===== src/rtl/craps_round_ctrl.sv =====
// Craps round sequencer: roll request, display window, dice latch, rule evaluation.
// Optional roll counter port enabled by defining ROLL_COUNT_EN.
module craps_round_ctrl #(
  parameter int unsigned ROLL_CYCLES = 8,
  parameter int unsigned CNT_W       = 8
) (
  input  logic             clock,
  input  logic             resetn,
  input  logic             roll_btn,
  input  logic [2:0]       dice1_in,
  input  logic [2:0]       dice2_in,
  output logic             disp_en,
  output logic [2:0]       dice1,
  output logic [2:0]       dice2,
  output logic [3:0]       point,
  output logic             win,
  output logic             lose,
`ifdef ROLL_COUNT_EN
  output logic [CNT_W-1:0] roll_count,
`endif
  output logic             busy
);

  typedef enum logic [2:0] {
    S_COMEOUT,
    S_POINT,
    S_ROLL,
    S_EVAL,
    S_WIN,
    S_LOSE
  } state_t;

  localparam logic [7:0] CNT_LOAD = 8'(ROLL_CYCLES - 1);

  if (ROLL_CYCLES == 0 || ROLL_CYCLES > 255 || CNT_W == 0) begin : g_param_err
    $error("craps_round_ctrl: illegal parameter value");
  end

  state_t     state_q, state_d;
  logic [7:0] cnt_q, cnt_d;
  logic [2:0] dice1_q, dice1_d;
  logic [2:0] dice2_q, dice2_d;
  logic [3:0] point_q, point_d;
  logic       phase_pt_q, phase_pt_d;
  logic       roll_prev_q;
  logic       armed_q;
  logic       req;
  logic       dice_ok;
  logic [3:0] sum;

  // armed blocks a button still held from before reset release
  assign req = roll_btn & ~roll_prev_q & armed_q;

  assign dice_ok = (dice1_in != 3'd0) && (dice1_in != 3'd7) &&
                   (dice2_in != 3'd0) && (dice2_in != 3'd7);

  assign sum = {1'b0, dice1_q} + {1'b0, dice2_q};

  always_comb begin
    state_d    = state_q;
    cnt_d      = cnt_q;
    dice1_d    = dice1_q;
    dice2_d    = dice2_q;
    point_d    = point_q;
    phase_pt_d = phase_pt_q;
    unique case (state_q)
      S_COMEOUT, S_POINT: begin
        if (req) begin
          state_d    = S_ROLL;
          cnt_d      = CNT_LOAD;
          phase_pt_d = (state_q == S_POINT);
        end
      end
      S_ROLL: begin
        if (cnt_q != 8'd0) begin
          cnt_d = cnt_q - 8'd1;
        end else if (dice_ok) begin
          dice1_d = dice1_in;
          dice2_d = dice2_in;
          state_d = S_EVAL;
        end
      end
      S_EVAL: begin
        if (!phase_pt_q) begin
          unique case (1'b1)
            (sum == 4'd7) || (sum == 4'd11):
              state_d = S_WIN;
            (sum == 4'd2) || (sum == 4'd3) || (sum == 4'd12):
              state_d = S_LOSE;
            default: begin
              point_d = sum;
              state_d = S_POINT;
            end
          endcase
        end else begin
          unique case (1'b1)
            sum == point_q: state_d = S_WIN;
            sum == 4'd7:    state_d = S_LOSE;
            default:        state_d = S_POINT;
          endcase
        end
      end
      S_WIN, S_LOSE: begin
        if (req) begin
          state_d    = S_ROLL;
          cnt_d      = CNT_LOAD;
          point_d    = 4'd0;
          phase_pt_d = 1'b0;
        end
      end
      default: state_d = S_COMEOUT;
    endcase
  end

  always_ff @(posedge clock or negedge resetn) begin
    if (!resetn) begin
      state_q     <= S_COMEOUT;
      cnt_q       <= 8'd0;
      dice1_q     <= 3'd0;
      dice2_q     <= 3'd0;
      point_q     <= 4'd0;
      phase_pt_q  <= 1'b0;
      roll_prev_q <= 1'b0;
      armed_q     <= 1'b0;
    end else begin
      state_q     <= state_d;
      cnt_q       <= cnt_d;
      dice1_q     <= dice1_d;
      dice2_q     <= dice2_d;
      point_q     <= point_d;
      phase_pt_q  <= phase_pt_d;
      roll_prev_q <= roll_btn;
      armed_q     <= armed_q | ~roll_btn;
    end
  end

  assign disp_en = (state_q == S_ROLL);
  assign busy    = (state_q == S_ROLL) || (state_q == S_EVAL);
  assign win     = (state_q == S_WIN);
  assign lose    = (state_q == S_LOSE);
  assign dice1   = dice1_q;
  assign dice2   = dice2_q;
  assign point   = point_q;

`ifdef ROLL_COUNT_EN
  logic [CNT_W-1:0] rc_q;
  logic             new_game;

  assign new_game = req && ((state_q == S_WIN) || (state_q == S_LOSE));

  always_ff @(posedge clock or negedge resetn) begin
    if (!resetn) begin
      rc_q <= '0;
    end else if (new_game) begin
      rc_q <= '0;
    end else if ((state_q == S_EVAL) && (rc_q != '1)) begin
      rc_q <= rc_q + CNT_W'(1);
    end
  end

  assign roll_count = rc_q;
`endif

endmodule


===== config.mk =====
export PLATFORM = sky130hd
export DESIGN_NAME = craps_round_ctrl
export DESIGN_NICKNAME = d
export VERILOG_FILES = /design/src/rtl/craps_round_ctrl.sv
export SDC_FILE = /design/constraint.sdc
export NUM_CORES = 1
export LEC_CHECK = 0
export ABC_CLOCK_PERIOD_IN_PS = 2650
export CAP_MARGIN = 20
export CORE_MARGIN = 1.5
export CORE_UTILIZATION = 52
export DETAILED_ROUTE_END_ITERATION = 16
export GPL_ROUTABILITY_DRIVEN = 0
export PLACE_DENSITY = 0.88
export SLEW_MARGIN = 20
export SYNTH_ARGS = -nofsm -noshare
export SYNTH_HDL_FRONTEND = slang
export SYNTH_SLANG_ARGS = --single-unit
export TNS_END_PERCENT = 30

===== constraint.sdc =====
create_clock -name clock -period 2.65 [get_ports clock]
set_input_delay 0.265 -clock clock [delete_from_list [all_inputs] [get_ports clock]]
set_output_delay 0.265 -clock clock [all_outputs]
set_load 0.1 [all_outputs]

After elaboration in Yosys (flattened, before gate mapping)
Cells that the tools add are included.
Word-level totals
  bits in registers: 24
  bits in latches: 0
  RAM bits: 0
  bits in read-only memories: 0
  bits of input ports: 9
  output and inout port bits: 14
  word-level logic and storage cells: 77
  memories kept: 0
Operators by class
  add/subtract/negate cells: 2
  multipliers: 0
  div/mod/pow operators: 0
  order comparisons: 0
  equality and inequality tests: 21
  shift operators: 0
  multiplexer cells: 17
  bitwise operators: 6
  reduce and logical (&&, ||, !) cells: 23
Operators with widths (count)
  $mux 8: 2
  $pmux 8 s2: 1
  $mux 3: 4
  $mux 4: 3
  $pmux 3 s2: 2
  $reduce_and 3->1: 4
  $ne 2x2->1 const B: 5
  $pmux 3 s3: 1
  $eq 4x2->1 const B: 2
  $eq 4x4->1 const B: 2
  $pmux 4 s2: 1
  $reduce_bool 8->1: 1
  $sub 8x1->8 const B: 1
  $eq 3x2->1 const B: 2
  $eq 3x3->1 const B: 2
  $ne 2x1->1 const B: 3
  $ne 3x3->1 const B: 2
  $reduce_bool 2->1: 3
  $reduce_bool 3->1: 2
  $reduce_or 2->1: 3
  $add 3x3->4: 1
  $eq 4x3->1 const B: 1
  $eq 4x4->1: 1
  $logic_or 1x1->1: 4
  10 further kinds: 16

Longest topological paths before layout
  depth after elaboration: 8
  depth in mapped cells: 8
  depth with buffers taken out: 7

Least setup slack after synthesis
OpenSTA, ideal clock, no wires.
  path type: reg-to-reg
  start: register state_q[2]
  end: register cnt_q[5]
  arrival time: 2.814 ns
  data required time: 2.514 ns
  slack: -0.299 ns
  cell stages (with the launch flop): 7
  path buffers: 1
  cell sequence: dfrtp_1 -> nor3b_2 -> nand2_1 -> or4_1 -> clkbuf_1 -> o311ai_1 -> o41ai_1
RTL lines
  start, declared: line 39  | state_t state_q, state_d;
  start signal, assigned: line 126  | state_q <= state_d;
  $eq 3x2->1 *
  via disp_en: line 12  | output logic disp_en,
  $ne 2x1->1 (no source line) / $reduce_bool 2->1 (equally long branches)
  $reduce_and 3->1 (no source line)
  end signal, assigned: line 127  | cnt_q <= cnt_d;
  end, declared: line 40  | logic [7:0] cnt_q, cnt_d;
The timed path passes the listed nets; every way through them passes the cells marked *.
A chain may end at the register's enable or synchronous reset.

Worst setup path in the final report
  start: register dice1_q[0], in the netlist dice1[0]
  end: register point_q[2], in the netlist point[2]
On the way
  cells in the longest elaborated chain, start to end: 7
Ends and longest elaborated chain
  start, declared: line 41  | logic [2:0] dice1_q, dice1_d;
  start signal, assigned: line 128  | dice1_q <= dice1_d;
  $add 3x3->4 *: line 57  | assign sum = {1'b0, dice1_q} + {1'b0, dice2_q};
  $eq 4x2->1: line 88  | (sum == 4'd2) || (sum == 4'd3) || (sum == 4'd12):
  $logic_or 1x1->1 (2 in a row): line 88
  $reduce_or 2->1 (no source line)
  $ne 2x2->1 (no source line)
  $reduce_and 4->1 (no source line)
  end signal, assigned: line 130  | point_q <= point_d;
  end, declared: line 43  | logic [3:0] point_q, point_d;
Every way passes the cells marked *; elsewhere a longest branch is shown, timed or not. The select of a mux whose other input is x is not followed.

==> qor.csv <==
stage,metric,value,unit
sta,RSZ-0062 raised after global routing,false,
clocking,clock-pin slew on the worst setup and hold paths,130,ps
worst_setup_path,CP Launch Type,flip-flop,
logic_synthesis,Syn Area/Cell,10.4,µm²
sta,Worst Clk Skew,5.57,ps
sta,post-route setup TNS,0,ps
logic_synthesis,"EDFF count, synth",0,
worst_setup_path,CP Max Fanout,4,
sta,Slew @ Worst Pin,477,ps
sta,relative slew slack,68.0,%
sta,fmax,390,MHz
clocking,Post-CTS Setup Repair Bufs,0,
logic_synthesis,Synth top area share,43.6,%
floorplan,I/O Pins,23,
final_layout,Multi-input gate area,741,µm²
logic_synthesis,synth unique cells,41,
drt,vias per cell,5.90,
global_route,total gr overflow,0,
sta,post-layout minimum cycle time,2560,ps
clocking,H-tree levels,1,
worst_setup_path,R2R Path End,point[2],
final_layout,Final nets,171,
clocking,Max clock buf depth,2,
min_path,Worst Hold Class,in2async,
final_layout,Ant. Diodes,0,
sta,Hold Fails Final Rpt,0,
sta,"Slew Viols, Final",0,
final_layout,register area,608,µm²
global_route,largest net degree at the start of global routing,25,
logic_synthesis,post-synthesis cell count,133,
floorplan,Die Wd,54.5,µm
floorplan,Die ar.,2970,µm²
floorplan,Starting Density,55.1,%
placed_design,hpwl dp,2150,µm
floorplan,Placement Rows,18,
clocking,Num Clock Sinks,24,
worst_setup_path,CP Class,reg2reg,
logic_synthesis,Post-Syn Area,1380,µm²
worst_setup_path,worst r2r path cells,6,
placed_design,placed cell area,1600,µm²
global_route,vias in the first global route,1131,
drt,post-route ant nets,0,
clocking,CTS root buffer,clkbuf_4,
worst_setup_path,Worst EP required,2900,ps
sta,final cycle utilization of the critical path,96.7,%
logic_synthesis,top-count cell post-synth,dfrtp_1,
logic_synthesis,Main synth FF type,dfrtp_1,
logic_synthesis,Synth top cells by count,"dfrtp_1, nand2_1, nor2_1",
logic_synthesis,"Seq/Total Area, Yosys",43.6,%
final_layout,layout cells sized above 1,20.6,%
global_route,number of antenna violations at the first check in global routing,0,
global_route,gr usage total,24.4,%
floorplan,Die Y,54.5,µm
drt,routed vias,1091,
drt,DRC viols,0,
worst_setup_path,Critical Path Sink,point[2],
logic_synthesis,synth top area cells,"dfrtp_1, mux2_1, ha_1",
worst_setup_path,Worst setup EP type,flip-flop,
logic_synthesis,leading area contributor after synthesis,dfrtp_1,
clocking,PostCTS Resize Cnt,0,
drt,1st-pass router iterations,6,
logic_synthesis,Post-Syn Nets,148,
final_layout,fin area,1650,µm²
clocking,worst skew pair latency,320,ps
clocking,total CTS buffers,3,
final_layout,fill count,194,
worst_setup_path,r2r setup slk,90,ps
floorplan,core area,2500,µm²
sta,# setup viols final,0,
status,status,finished clean,
worst_setup_path,WP data arrival,2820,ps
placed_design,IO Port Bufs,22,
drt,routed wire length,2900,µm
worst_setup_path,Worst setup startpoint,dice1[0],
logic_synthesis,Post-synth ARST share,100,%
clocking,CTS tree,done,
clocking,"Hold-fix buffers, CTS",0,
global_route,first-pass GRT wire length,5020,µm
logic_synthesis,Synth Register Bits,24,
drt,initial DRC count,47,
final_layout,"Area growth, synth to finish",19.8,%
logic_synthesis,yosys warns,0,
drt,WL per Instance,15.7,µm
worst_setup_path,Reg2Reg Launch Point,dice1[0],
flow_run,Max Cap Viol,0,
==> worst min path at each step <==
| stage | slack [ps] | endpoint | start |
|---|---|---|---|
| after CTS | 280 | cnt_q[0] | resetn |
| after detailed placement | 450 | armed_q | armed_q |
| after global routing | 290 | point[2] | resetn |
| final | 270 | point[2] | resetn |
| after global placement | 450 | armed_q | armed_q |
| after floorplan | -30 | armed_q | resetn |
==> sequential cells by signal (all words and copies together), names as in the netlist <==
signal,flops
cnt_q,8
point,4
dice1,3
dice2,3
state_q,3
armed_q,1
phase_pt_q,1
roll_prev_q,1
==> metrics by stage <==
step	hold slack, ps	utilization, %	setup slack (ps)	cells
2_1_floorplan	-30.6	-	13.2	133
3_3_place_gp	450	63.9	234	181
3_5_place_dp	452	63.9	163	181
4_1_cts	276	66.0	92.6	185
5_1_grt	286	66.0	19.0	185
6_report	270	66.0	86.2	185
==> layout make-up <==
type / instances / share of cell area, %
Sequential cell: 24 / 36.8
Tap cell: 30 / 2.27
Inverter: 5 / 1.14
Timing Repair Buffer: 23 / 11.7
Clock inverter: 1 / 1.82
Multi-Input combinational cell: 99 / 44.9
Clock buffer: 3 / 1.36
==> critical path, cell delays in order (launching register included) <==
cell and delay [ps]:
dfrtp_2 440, ha_1 230, fa_1 420, xnor2_1 240
maj3_2 390, a2111oi_4 520, mux2i_1 260
==> metal layers <==
layer | global-route usage, % | up-vias | wire length [µm]
li1 | - | 517 | -
met1 | 28.5 | 535 | 1200
met2 | 42.8 | 31 | 1510
met3 | 5.74 | 8 | 115
met4 | 10.0 | 0 | 75
met5 | 0 | - | 0
==> cells in the final DEF (no fill, tap or decap), types with 2 or more instances in the layout <==
cell type / synthesis / layout
dfrtp_2: 0 / 6
nand3_1: 4 / 4
xnor2_1: 7 / 7
and3_1: 2 / 2
inv_1: 5 / 5
clkbuf_4: 0 / 3
dfrtp_1: 24 / 18
nor3_1: 3 / 3
or3_1: 5 / 5
clkdlybuf4s50_1: 0 / 8
buf_4: 0 / 15
xor2_1: 2 / 2
ha_1: 5 / 5
nand2_1: 13 / 13
mux2i_1: 5 / 5
or4_1: 2 / 2
nor2_1: 10 / 10
o21ai_0: 2 / 2
o311ai_1: 2 / 2
mux2_1: 6 / 6
o31ai_1: 3 / 3
nand2b_1: 5 / 5
a21oi_1: 3 / 3
==> cell families after synthesis <==
| kind of cell | count (synthesis) | share of synthesized area (%) |
|---|---|---|
| compound gates | 19 | 11.4 |
| xor+xnor | 9 | 5.72 |
| fa+ha+maj | 7 | 6.81 |
| buf+inv | 10 | 3.27 |
| flops | 24 | 43.6 |
| mux | 11 | 8.54 |
| simple gates | 53 | 20.6 |
Power is left out: the tool's default activity adds up to more than one toggle a clock period on the data nets, which glitch-free logic cannot reach.
